<file path="config.mk">
export PLATFORM = sky130hd
export DESIGN_NAME = tt_sweep_autosym
export DESIGN_NICKNAME = d
export VERILOG_FILES = /design/src/rtl/tt_sweep_autosym.sv
export SDC_FILE = /design/constraint.sdc
export NUM_CORES = 1
export LEC_CHECK = 0
export CAP_MARGIN = 30
export CORE_ASPECT_RATIO = 1.75
export CORE_MARGIN = 4
export CORE_UTILIZATION = 50
export DETAILED_ROUTE_END_ITERATION = 8
export GPL_TIMING_DRIVEN = 0
export PLACE_DENSITY = 0.73
export SYNTH_ARGS = -nofsm -noshare
export SYNTH_HDL_FRONTEND = slang
export SYNTH_SLANG_ARGS = --single-unit
</file>
<file path="constraint.sdc">
create_clock -name clk -period 7.2 [get_ports clk]
set_input_delay 1.44 -clock clk [delete_from_list [all_inputs] [get_ports clk]]
set_output_delay 1.44 -clock clk [all_outputs]
set_load 0.05 [all_outputs]
</file>
<file path="src/rtl/tt_sweep_autosym.sv">
`default_nettype none
// ============================================================================
//  Module   : tt_sweep_autosym
//  Sweeps all 2^N input vectors through a combinational restriction, captures
//  its truth table, then counts the linear space L_f and its degree.
//  Revision : 1.0
// ============================================================================
module tt_sweep_autosym #(
    parameter int N  = 5,
    parameter int DW = 3
) (
    input  logic                clk,
    input  logic                rst,
    input  logic                start,
    output logic [N-1:0]        x,
    input  logic                y_in,
    output logic                busy,
    output logic                done,
    output logic [(1<<N)-1:0]   tt,
    output logic [N:0]          lf_count,
    output logic [DW-1:0]       deg
);

    localparam int TT = 1 << N;

    localparam logic [1:0] c_IDLE  = 2'd0;
    localparam logic [1:0] c_SWEEP = 2'd1;
    localparam logic [1:0] c_SCAN  = 2'd2;
    localparam logic [1:0] c_DONE  = 2'd3;

    localparam logic [N-1:0] c_LAST = '1;

    logic [1:0]     r_state;
    logic [N-1:0]   r_idx;
    logic [N-1:0]   r_alpha;
    logic [N-1:0]   r_x;
    logic [TT-1:0]  r_tt;
    logic [N:0]     r_lf_count;
    logic [DW-1:0]  r_deg;
    logic           r_busy;
    logic           r_done;

    logic [TT-1:0]  w_perm;
    logic           w_match;
    logic [N:0]     w_lf_next;

    // w_perm[i] = f(i xor alpha); alpha is in L_f when it equals the table
    for (genvar i = 0; i < TT; i++) begin : g_perm
        assign w_perm[i] = r_tt[N'(i) ^ r_alpha];
    end

    assign w_match   = (w_perm == r_tt);
    assign w_lf_next = r_lf_count + (N+1)'(w_match);

    // L_f is a subspace, so the count has exactly one bit set
    function automatic logic [DW-1:0] f_log2(input logic [N:0] v);
        logic [DW-1:0] res;
        res = '0;
        for (int k = 0; k <= N; k++) begin
            if (v[k]) res = DW'(k);
        end
        return res;
    endfunction

    always_ff @(posedge clk) begin
        if (rst) begin
            r_state    <= c_IDLE;
            r_idx      <= '0;
            r_alpha    <= '0;
            r_x        <= '0;
            r_tt       <= '0;
            r_lf_count <= '0;
            r_deg      <= '0;
            r_busy     <= 1'b0;
            r_done     <= 1'b0;
        end else begin
            case (r_state)
                c_IDLE: begin
                    r_x    <= '0;
                    r_done <= 1'b0;
                    if (start) begin
                        r_state    <= c_SWEEP;
                        r_idx      <= '0;
                        r_lf_count <= '0;
                        r_deg      <= '0;
                        r_busy     <= 1'b1;
                    end
                end
                c_SWEEP: begin
                    r_tt[r_idx] <= y_in;
                    r_idx       <= r_idx + 1'b1;
                    if (r_idx == c_LAST) begin
                        r_state <= c_SCAN;
                        r_alpha <= '0;
                        r_x     <= '0;
                    end else begin
                        r_x <= r_idx + 1'b1;
                    end
                end
                c_SCAN: begin
                    r_lf_count <= w_lf_next;
                    r_alpha    <= r_alpha + 1'b1;
                    if (r_alpha == c_LAST) begin
                        r_state <= c_DONE;
                        r_busy  <= 1'b0;
                        r_done  <= 1'b1;
                        r_deg   <= f_log2(w_lf_next);
                    end
                end
                c_DONE: begin
                    r_done  <= 1'b0;
                    r_deg   <= f_log2(r_lf_count);
                    r_state <= c_IDLE;
                end
                default: r_state <= c_IDLE;
            endcase
        end
    end

    assign x        = r_x;
    assign busy     = r_busy;
    assign done     = r_done;
    assign tt       = r_tt;
    assign lf_count = r_lf_count;
    assign deg      = r_deg;

endmodule
`default_nettype wire

</file>
==> metrics.yaml <==
timing:
  worst_clock_skew_ps: 6.200
  grt_setup_unrepaired: "false"
  report.final.slew_viol_count: 0
  fin_ws_ps: 2013
  min_period_ps: 5187
  fmax_mhz: 192.8
  relSlewSlack: 0.3710
  fin_crit_sh: 0.7205
  finalSetupViolations: 0
  finalHoldViolCount: 0
  worst_pin_slew_ps: 937.9
  tns_ps: 0
grt:
  grt_max_degree: 11
  grt_overflow: 0
  grtUsageTotal: 0.2866
  grt_pass1_vias: 5268
  grt_pass1_wl_um: 27740
  antenna_found_initial: 0
floorplanning:
  die_w_um: 86.47
  die_y_um: 145.3
  rows: 49
  initial_core_util: 0.5169
  dieArea_um2: 12570
  core_um2: 10420
  ioPinCount: 52
critical_path:
  worst_ep_required_time_ps: 7390
  critPathLaunchType: "flip-flop"
  worstSetupStartpoint: "r_alpha[2]"
  cp_max_fo: 10
  rr_startpoint: "r_alpha[2]"
  arrival_ps: 5380
  end_kind: "flip-flop"
  worst-setup-path-type: "reg2reg"
logic_synthesis:
  synth_seq_cells: 60
  synth_top_area_frac: 0.2229
  ys_types: 47
  yosysWarnings: 0
  syn_nets: 613
  seq_area_frac_synth: 0.2229
  synth_edf_count: 0
  synth_cells: 596
  async_flop_share: 0
  synth_top_area_cell: "dfxtp_1"
  syn-cell-area_um2: 5388
  avgSynthCellArea_um2: 9.040
  synth_area_leaders: "dfxtp_1, mux4_2, mux4_1"
  yosys_most_used_dff: "dfxtp_1"
final_layout:
  design_area_um2: 6351
  drive_above_1_share: 0.1286
  fill_cells: 926
  diodes: 0
  fin_nets: 674
  fin_cells: 788
  area_growth_pct: 17.88
power_and_ir_drop:
  pwr-share-comb: 0.310
  power_density_nw_per_um2: 185.2
  p_int_mw: 0.7686
  p_seq_frac: 0.316
  p_leak_nw: 2.035
  p_switching_mw: 0.4076
  vdd_ir_drop_max_v: 0.0002458
  p_clk_frac: 0.374
  swShare: 0.3466
cts:
  cts_made_buffers: 9
  clk_pin_slew_ps: 50
  clock_path_buffers: 2
  h-tree-depth: 3
  cts_tree: "built"
  ctsHoldBuffers: 0
  cts_root_buf: "clkbuf_16"
  worstSkewPairLatency_ps: 330
  cts_resized: 0
  cts_setup_buffers: 0
  cts.sinks: 60
placed_design:
  numPortBuffers: 50
  dp_hpwl_um: 13550
  place_worst_setup_slack_ps: 2054
  dp_cells: 773
  gp_congestion: 1.021
  place_area_um2: 6047
drt:
  num_vias: 5289
  routedWlPerCell_um: 22.61
  postRouteAntennaNets: 0
  routed_via_density: 6.712
  drt_wl_total_um: 17820
  drt_iter0_markers: 461
  drt_first_pass_iters: 5
  drc_errors: 0
min_path:
  hold_path.startpoint: "done"
  hold_path.class: "reg2reg"
job:
  max-cap-violations: 0
outcome:
  outcome: "finished clean"
==> area by class of cell <==
class	count	area [µm²]	share of cell area
tap	127	158.9	0.02502
inverter	6	22.52	0.003546
timing repair buffer	50	500.5	0.07880
sequential	60	1201	0.1891
clock buffer	14	274.0	0.04314
buffer	57	256.5	0.04039
clock inverter	1	30.03	0.004728
multi-input combinational	473	3908	0.6152
==> power groups by stage <==
stage	clock network, mW	registers (mW)	logic [mW]
detailed placement	0	0.378	0.361
global placement	0	0.377	0.356
floorplan	0	0.413	0.229
finish	0.440	0.372	0.365
global route	0.458	0.374	0.399
CTS	0.444	0.372	0.363
==> routing by layer <==
metal / vias to the layer above / routed length, µm / track usage
li1: 2370 / - / -
met4: 0 / 1875 / 0.2613
met3: 98 / 1037 / 0.03971
met2: 275 / 9119 / 0.4958
met5: - / 0 / 0
met1: 2546 / 5783 / 0.2835
==> stage by stage <==
step / hold slack (ps) / utilization / power, mW
floorplan: 508.0 / - / 0.6417
global placement: 473.5 / 0.5802 / 0.7331
detailed placement: 471.9 / 0.5802 / 0.7386
CTS: 487.4 / 0.6094 / 1.179
global route: 519.7 / 0.6094 / 1.231
finish: 490.3 / 0.6094 / 1.176
==> registers in the layout, indices dropped and copies added, names as in the netlist <==
| register | count |
|---|---|
| r_state | 2 |
| lf_count | 6 |
| deg | 3 |
| tt | 32 |
| x | 5 |
| busy | 1 |
| r_idx | 5 |
| r_alpha | 5 |
| done | 1 |
==> cell families after synthesis <==
family | synth area share
simple gates | 0.2025
compound gates | 0.1530
mux | 0.3086
buf+inv | 0.05179
flops | 0.2229
xor+xnor | 0.03089
fa+ha+maj | 0.03019
==> worst max-delay path, cell delays in order, from the launching register on <==
cell,delay [ps]
dfxtp_1,300
buf_2,290
buf_2,320
buf_2,320
mux4_1,470
mux4_2,580
or2_2,300
a211oi_1,220
a211oi_1,80
a211oi_1,540
and4bb_1,340
ha_1,210
ha_1,240
nand3_1,110
xnor2_1,310
nor2_1,90
a32oi_1,210
a211oi_1,100
==> synth_stat cells, drive strengths merged, types with 2 or more instances <==
master	count
nor2	77
mux4	64
dfxtp	60
nand2	57
a21oi	56
o21ai	53
clkbuf	39
buf	18
mux2i	18
xnor2	18
ha	13
nor4bb	12
nand3b	10
a211oi	8
a22oi	8
nand3	8
nor3	7
nor3b	7
or3	7
a32oi	6
inv	6
nand2b	6
and3	5
a21o	4
and2	3
nor2b	3
nor4	3
or2	3
a311oi	2
and3b	2
and4bb	2
o211ai	2
or3b	2
==> placed cells by master, fill, tap and decap left out, types with 13 or more instances in the layout <==
cell type        instances
nand2_1                 57
nor2_1                  77
o21ai_0                 53
dfxtp_1                 60
xnor2_1                 18
mux4_2                  53
a21oi_1                 56
clkbuf_1                41
ha_1                    13
clkdlybuf4s50_1         50
mux2i_1                 18
==> path summary, 6_finish.rpt <==
| kind | slack, ps | cells past startpoint | to |
|---|---|---|---|
| setup / recovery | 2010 | 17 | deg[1] |
| hold / removal | 490 | 2 | done |
| setup reg to reg | 2010 | 17 | deg[1] |
| hold reg to reg | 490 | 2 | done |
Power figures use the tool's default switching activity.
